**config.mk**
```make
export PLATFORM = sky130hd
export DESIGN_NAME = acc_bias_gen
export DESIGN_NICKNAME = d
export VERILOG_FILES = /design/src/rtl/acc_bias_gen.sv
export SDC_FILE = /design/constraint.sdc
export NUM_CORES = 1
export LEC_CHECK = 0
export CAP_MARGIN = 25
export CORE_UTILIZATION = 60
export CTS_CLUSTER_SIZE = 16
export DETAILED_ROUTE_END_ITERATION = 12
export PLACE_DENSITY = 0.87
export REMOVE_ABC_BUFFERS = 1
export SKIP_CTS_REPAIR_TIMING = 1
export SLEW_MARGIN = 10
export SYNTH_ARGS = -nofsm -noshare
export SYNTH_HDL_FRONTEND = slang
export SYNTH_SLANG_ARGS = --single-unit
```
**constraint.sdc**
```tcl
create_clock -name clk -period 8.1 [get_ports clk]
set_clock_uncertainty 0.1 [all_clocks]
set_input_delay 1.215 -clock clk [delete_from_list [all_inputs] [get_ports clk]]
set_output_delay 1.215 -clock clk [all_outputs]
set_load 0.03 [all_outputs]
```
**src/rtl/acc_bias_gen.sv**
```systemverilog
// Three-lane partial-product accumulator with per-frame bias and saturation to
// the AB_BW signed range; one shared IDLE/ACC/OUT controller with valid/ready on both sides.
module acc_bias_gen #(
  parameter int P_BW      = 16,
  parameter int B_BW      = 16,
  parameter int AB_BW     = 21,
  parameter int MAX_TERMS = 32
) (
  input  logic                    clk,
  input  logic                    rst,
  input  logic                    i_valid,
  output logic                    o_ready,
  input  logic                    i_last,
  input  logic signed [P_BW-1:0]  i_psum0,
  input  logic signed [P_BW-1:0]  i_psum1,
  input  logic signed [P_BW-1:0]  i_psum2,
  input  logic signed [B_BW-1:0]  i_bias0,
  input  logic signed [B_BW-1:0]  i_bias1,
  input  logic signed [B_BW-1:0]  i_bias2,
  output logic                    o_valid,
  input  logic                    i_ready,
  output logic signed [AB_BW-1:0] o_acc_bias0,
  output logic signed [AB_BW-1:0] o_acc_bias1,
  output logic signed [AB_BW-1:0] o_acc_bias2,
  output logic [2:0]              o_sat
);

  localparam int ACC_W = AB_BW + 1;
  localparam int CNT_W = $clog2(MAX_TERMS + 1);

  typedef enum logic [1:0] {
    S_IDLE = 2'd0,
    S_ACC  = 2'd1,
    S_OUT  = 2'd2
  } state_t;

  function automatic logic signed [ACC_W-1:0] f_sext_p(input logic [P_BW-1:0] v);
    return {{(ACC_W-P_BW){v[P_BW-1]}}, v};
  endfunction

  function automatic logic signed [ACC_W-1:0] f_sext_b(input logic [B_BW-1:0] v);
    return {{(ACC_W-B_BW){v[B_BW-1]}}, v};
  endfunction

  // Returns {clipped, value}; the value fits when the two top accumulator bits agree.
  function automatic logic [AB_BW:0] f_sat(input logic [ACC_W-1:0] a);
    logic [AB_BW:0] res;
    if (a[ACC_W-1] != a[ACC_W-2]) begin
      res[AB_BW] = 1'b1;
      if (a[ACC_W-1]) begin
        res[AB_BW-1:0] = {1'b1, {(AB_BW-1){1'b0}}};
      end else begin
        res[AB_BW-1:0] = {1'b0, {(AB_BW-1){1'b1}}};
      end
    end else begin
      res[AB_BW]     = 1'b0;
      res[AB_BW-1:0] = a[AB_BW-1:0];
    end
    return res;
  endfunction

  state_t                   r_state;
  state_t                   w_state_nxt;
  logic [CNT_W-1:0]         r_cnt;
  logic [CNT_W-1:0]         w_cnt_nxt;
  logic signed [ACC_W-1:0]  r_acc [3];
  logic signed [ACC_W-1:0]  w_acc_nxt [3];
  logic [AB_BW:0]           w_sat_res [3];
  logic [AB_BW-1:0]         r_res [3];
  logic [2:0]               r_sat;
  logic                     r_ready;
  logic                     r_valid;
  logic                     w_ready_nxt;
  logic                     w_valid_nxt;
  logic                     w_accept;
  logic                     w_last;
  logic [P_BW-1:0]          w_psum [3];
  logic [B_BW-1:0]          w_bias [3];

  assign w_psum[0] = i_psum0;
  assign w_psum[1] = i_psum1;
  assign w_psum[2] = i_psum2;
  assign w_bias[0] = i_bias0;
  assign w_bias[1] = i_bias1;
  assign w_bias[2] = i_bias2;

  assign w_accept = i_valid && r_ready;

  // Beat bookkeeping: the term count either restarts or advances, and hitting MAX_TERMS forces last.
  always_comb begin
    w_cnt_nxt = {CNT_W{1'b0}};
    w_last    = 1'b0;
    if (r_state == S_IDLE) begin
      w_cnt_nxt = CNT_W'(1);
    end else begin
      w_cnt_nxt = r_cnt + CNT_W'(1);
    end
    w_last = i_last || (w_cnt_nxt == CNT_W'(MAX_TERMS));
  end

  // Lane datapath: the first beat of a frame folds in the bias, later beats add psum only.
  always_comb begin
    for (int n = 0; n < 3; n++) begin
      w_acc_nxt[n] = {ACC_W{1'b0}};
      if (r_state == S_IDLE) begin
        w_acc_nxt[n] = f_sext_b(w_bias[n]) + f_sext_p(w_psum[n]);
      end else begin
        w_acc_nxt[n] = r_acc[n] + f_sext_p(w_psum[n]);
      end
      w_sat_res[n] = f_sat(w_acc_nxt[n]);
    end
  end

  // Next-state logic.
  always_comb begin
    w_state_nxt = r_state;
    case (r_state)
      S_IDLE, S_ACC: begin
        if (w_accept) begin
          if (w_last) begin
            w_state_nxt = S_OUT;
          end else begin
            w_state_nxt = S_ACC;
          end
        end else begin
          w_state_nxt = r_state;
        end
      end
      S_OUT: begin
        if (i_ready) begin
          w_state_nxt = S_IDLE;
        end else begin
          w_state_nxt = S_OUT;
        end
      end
      default: w_state_nxt = S_IDLE;
    endcase
  end

  // Handshake outputs decoded from the next state so they can be registered alongside it.
  always_comb begin
    w_ready_nxt = 1'b1;
    w_valid_nxt = 1'b0;
    case (w_state_nxt)
      S_IDLE, S_ACC: begin
        w_ready_nxt = 1'b1;
        w_valid_nxt = 1'b0;
      end
      S_OUT: begin
        w_ready_nxt = 1'b0;
        w_valid_nxt = 1'b1;
      end
      default: begin
        w_ready_nxt = 1'b1;
        w_valid_nxt = 1'b0;
      end
    endcase
  end

  // State and handshake registers.
  always_ff @(posedge clk) begin
    if (rst) begin
      r_state <= S_IDLE;
      r_ready <= 1'b1;
      r_valid <= 1'b0;
    end else begin
      r_state <= w_state_nxt;
      r_ready <= w_ready_nxt;
      r_valid <= w_valid_nxt;
    end
  end

  // Accumulators, term count and result registers; results only load on the last beat.
  always_ff @(posedge clk) begin
    if (rst) begin
      r_cnt <= {CNT_W{1'b0}};
      r_sat <= 3'b000;
      for (int n = 0; n < 3; n++) begin
        r_acc[n] <= {ACC_W{1'b0}};
        r_res[n] <= {AB_BW{1'b0}};
      end
    end else if (w_accept) begin
      r_cnt <= w_cnt_nxt;
      for (int n = 0; n < 3; n++) begin
        r_acc[n] <= w_acc_nxt[n];
      end
      if (w_last) begin
        for (int n = 0; n < 3; n++) begin
          r_res[n] <= w_sat_res[n][AB_BW-1:0];
          r_sat[n] <= w_sat_res[n][AB_BW];
        end
      end
    end
  end

  assign o_ready     = r_ready;
  assign o_valid     = r_valid;
  assign o_acc_bias0 = r_res[0];
  assign o_acc_bias1 = r_res[1];
  assign o_acc_bias2 = r_res[2];
  assign o_sat       = r_sat;

endmodule

```
Yosys cells after proc, flatten, opt, wreduce, memory -nomap -nowiden
Memory sizes are Yosys's and may differ from the RTL's.
Cells that the tools add are included.

cells by class
  add/sub/neg operators = 7
  equality and inequality tests = 7
  multiplexer cells = 31
  bitwise logic cells = 6
  reduce and logical (&&, ||, !) cells = 5

operator list
  kind                                            count
  2-to-1 mux 22 bit                               9
  2-to-1 mux 21 bit                               6
  adder 22 x 16 -> 22 bit                         3
  adder 16 x 16 -> 17 bit                         3
  2-to-1 mux 1 bit                                11
  adder 6 x 1 -> 6 bit (second input constant)    1
  == test 6 bit (second input constant)           1
  2-to-1 mux 2 bit                                3
  2-to-1 mux 6 bit                                1
  OR 1 bit                                        6
  == test 2 bit (second input constant)           2
  case mux 2 bit (2 select lines)                 1
  != test 1 bit                                   3
  == test 2 x 1 -> 1 bit (second input constant)  1
  logical NOT 2 bit                               1
  AND reduction 2 bit                             1
  OR reduction 2 bit                              1
  logical AND 1 bit                               1
  logical OR 1 bit                                1

storage, ports and cells
  register bits = 13
  bits in writable memories = 129
  input bits = 101
  memories kept = 2

memory list
  memory  depth  width  rd ports  clocked after memory_dff  wr ports  line  source
  r_acc   3      22     3         0                         3         66    logic signed [ACC_W-1:0] r_acc [3];
  r_res   3      21     3         0                         3         69    logic [AB_BW-1:0] r_res [3];

Longest topological paths before layout
  word-level depth = 9
  mapped depth = 15
  depth with buffers taken out = 14

Worst setup path before layout
Ideal clock, no wire load.

  path kind = input to register
  start = in i_psum1[0]
  end = mem r_res[1][0], in the netlist r_res[0][21] (data pin)
  setup time = 0.270 ns
  data arrival time = 4.334 ns
  data required time = 7.730 ns
  slack = 3.395 ns
  stages = 14
  path buffers = 2
  path through = ha_1 > fa_1 > a211oi_1 > o21ai_0 > a221o_1 > a221oi_2 > o21ai_0 > a31oi_1 > xnor2_1 > a21oi_1 > ha_1 > clkbuf_1 > clkbuf_1 > a21oi_1

RTL lines
  element          line  source
  start, declared  15    input logic signed [P_BW-1:0] i_psum1,
  end, declared    69

==> impl_metrics.toml <==
[status]
status = "completed"

[layout]
post-route-util = 0.748
areaGrowthSynthToFinish_pct = 22.1
final_cell_mix = "clkdlybuf4s50_1, nor2_1, edfxtp_1"
diodes = 0
final_common_cell = "clkdlybuf4s50_1"
drive_gt1_frac = 0.0541
num-nets-final = 1544

[drt]
wl_per_cell_um = 18.2
ant_nets = 0
drt_first_pass_iters = 6
routed-via-count = 9903
wl_um = 28500
drcViolationCount = 0
via_per_inst = 6.34
drt-initial-drc-count = 701

[clocking]
path_clk_slew_ns = 0.06
cts_sinks = 142
clkLatencyLatePin_ns = 0.43
clk_path_buf_depth = 2
root_buffer = "clkbuf_16"
cts_buffers = 17
cts_tree = "built"
htree_num_levels = 4

[grt]
grt_max_degree = 63
first_global_vias = 9645
gr-total-overflow = 0
grt_antenna_before_repair = 0
grt_pass1_wl_um = 45400
gr-usage-all-layers = 0.310

[worst_setup_path]
reg2reg_depth = 14
cp.depth = 15
setup.worst_path.end = "r_res[0][32]$_SDFFCE_PN0P_"
r2r-end = "r_res[0][32]$_SDFFCE_PN0P_"
r2r_setup_slack_ns = 3.02
cp_data_required_time_ns = 8.14
cp.arrival_ns = 6.01
critPathLaunchType = "primary input"
critPathKind = "primary input to register"
crit_family = "compound AO/OA/AOI/OAI gates"
cp_max_fo = 20
critPathBufInv = 2
crit_start = "i_psum1[0]"
crit_slowest_cell = "o21ai_1"
critPathMaxStageDelay_ns = 0.71
end_kind = "register"
r2r_start = "r_acc[0][22]$_SDFFCE_PN0P_"
worstPathCellList = "clkdlybuf4s50_1 -> ha_1 -> fa_1 -> a211oi_1 -> o21ai_0 -> a221o_1 -> a221oi_2 -> o21ai_0 -> a31oi_1 -> xnor2_1 -> a21oi_1 -> ha_1 -> o21ai_1 -> buf_4 -> a21oi_1"

[yosys]
synth_seq_area_share = 0.374
synthCells = 1163
synth_area_per_cell_um2 = 9.49
post-synth-top-area-cell = "edfxtp_1"
yosysTopAreaCellShare = 0.351
ys_warn_count = 0
synth_edf_count = 129
async_reset_ff_frac = 0
synth_area_um2 = 11000
synthTopCellsByArea = "edfxtp_1, ha_1, nor2_1"
ys.flop_type = "edfxtp_1"
synth_cell_types = 79
ys_seq_elements = 142

[floorplanning]
start_util = 0.613
die_x_um = 138
core-area_um2 = 18000
boundaryPins = 169
dieArea_um2 = 18900
die_h_um = 138
rows = 49

[timing]
rsz0062_at_grt = "false"
setup_viol = 0
final.period_utilization = 0.736
tightestPinTransition_ns = 0.899
slew_headroom = 0.399
drv_slew = 0
fin_crit_ns = 5.96
setup_slack_ns = 2.14
hold_viol_final = 0
fin_setup_tns_ns = 0
fmax_mhz = 168

[power]
ir_drop_uv = 183
power.net_switching_mw = 0.933
p_comb_frac = 0.357
p_int_mw = 1.86
seqPwrFrac = 0.329
clkPwrFrac = 0.313
power.density_nw_per_um2 = 207
p_sw_frac = 0.334
total_leakage_power_nw = 5.70

[placement]
gp_congestion = 0.929
portBuffers = 168
hpwlAfterDp_um = 20200
place_ws_ns = 1.84

[min_path]
min_path_type = "register to register"

[job]
max_cap_viol_count = 0
[cell families (layout without fill, tap and decap cells)]
group                      count (synthesis)  in the layout  synth area share
xor gates and xnor gates                  90             90            0.0714
AOI/OAI and AO/OA                        391            391             0.226
muxes                                     16             16            0.0145
adders and majority gates                124            124             0.145
buffers and inverters                     72            241            0.0329
and+or+nand+nor                          328            328             0.136
DFF                                      142            142             0.374
[worst reg2reg max path: stages (launching register included)]
cell,delay [ns]
edfxtp_1,0.36
ha_1,0.24
fa_1,0.43
a211oi_1,0.38
o21ai_0,0.16
a221o_1,0.39
a221oi_2,0.32
o21ai_0,0.17
a31oi_1,0.24
xnor2_1,0.15
a21oi_1,0.13
ha_1,0.63
o21ai_1,0.71
buf_4,0.32
a21oi_1,0.07
[power by group through the flow]
stage          logic, mW  clock network, mW  registers (mW)
6_report           0.999              0.876           0.921
5_1_grt             1.09              0.901           0.927
4_1_cts            0.986              0.876           0.920
3_5_place_dp       0.973                  0           0.933
3_3_place_gp       0.940                  0           0.932
2_1_floorplan      0.608                  0            1.00
[worst min-delay path by stage]
| stage | to | startpoint | slack (ns) | cells after the start |
|---|---|---|---|---|
| floorplan | r_state[0]$_SDFF_PP0_ | r_state[1]$_SDFF_PP0_ | 0.36 | 1 |
| global placement | o_sat[0]$_SDFFE_PP0P_ | o_sat[0]$_SDFFE_PP0P_ | 0.34 | 2 |
| detailed placement | o_sat[1]$_SDFFE_PP0P_ | o_sat[1]$_SDFFE_PP0P_ | 0.35 | 2 |
| CTS | o_sat[1]$_SDFFE_PP0P_ | o_sat[1]$_SDFFE_PP0P_ | 0.36 | 2 |
| global route | o_sat[1]$_SDFFE_PP0P_ | o_sat[1]$_SDFFE_PP0P_ | 0.38 | 2 |
| finish | o_sat[1]$_SDFFE_PP0P_ | o_sat[1]$_SDFFE_PP0P_ | 0.36 | 2 |
[cell usage after synthesis (10+ instances only)]
library cell / instances
a211oi_1: 24
a21o_1: 51
a21oi_1: 114
a31oi_1: 24
clkbuf_1: 21
dfxtp_1: 13
edfxtp_1: 129
ha_1: 118
inv_1: 33
mux2i_1: 16
nand2_1: 71
nand2b_1: 10
nand3_1: 18
nor2_1: 156
nor3_1: 14
o21a_1: 10
o21ai_0: 89
o21ai_2: 10
o21bai_1: 12
xnor2_1: 56
xor2_1: 34
[cell type report]
type,instances,area (um2)
sequential,142,4130
clock buffer,17,425
multi-input combinational,949,6560
inverter,34,128
fill,1251,4540
clock inverter,15,224
timing repair buffer,175,1730
tap,229,287
[metrics by stage]
stage	hold WS (ns)	power, mW	cell area [um2]	std cells
after floorplan	0.359	1.61	10800	1125
after global placement	0.337	1.87	12800	1529
after detailed placement	0.348	1.91	12800	1529
after CTS	0.364	2.78	13500	1561
after global routing	0.381	2.92	13500	1561
final	0.359	2.80	13500	1561
[state kept, by name (all words and copies together), names as in the netlist]
signal / flops
o_ready: 1
o_sat: 3
o_valid: 1
r_acc: 66
r_cnt: 6
r_res: 63
r_state: 2
[layer usage]
layer  up-vias  global-route usage  part of all wire
met3        89              0.0618             0.079
met1      4672               0.380              0.40
met4         0               0.130             0.032
li1       4670                   -                 -
met5         -                   0                 0
met2       472               0.528              0.48
No activity file was read; power rests on OpenSTA's default activity.
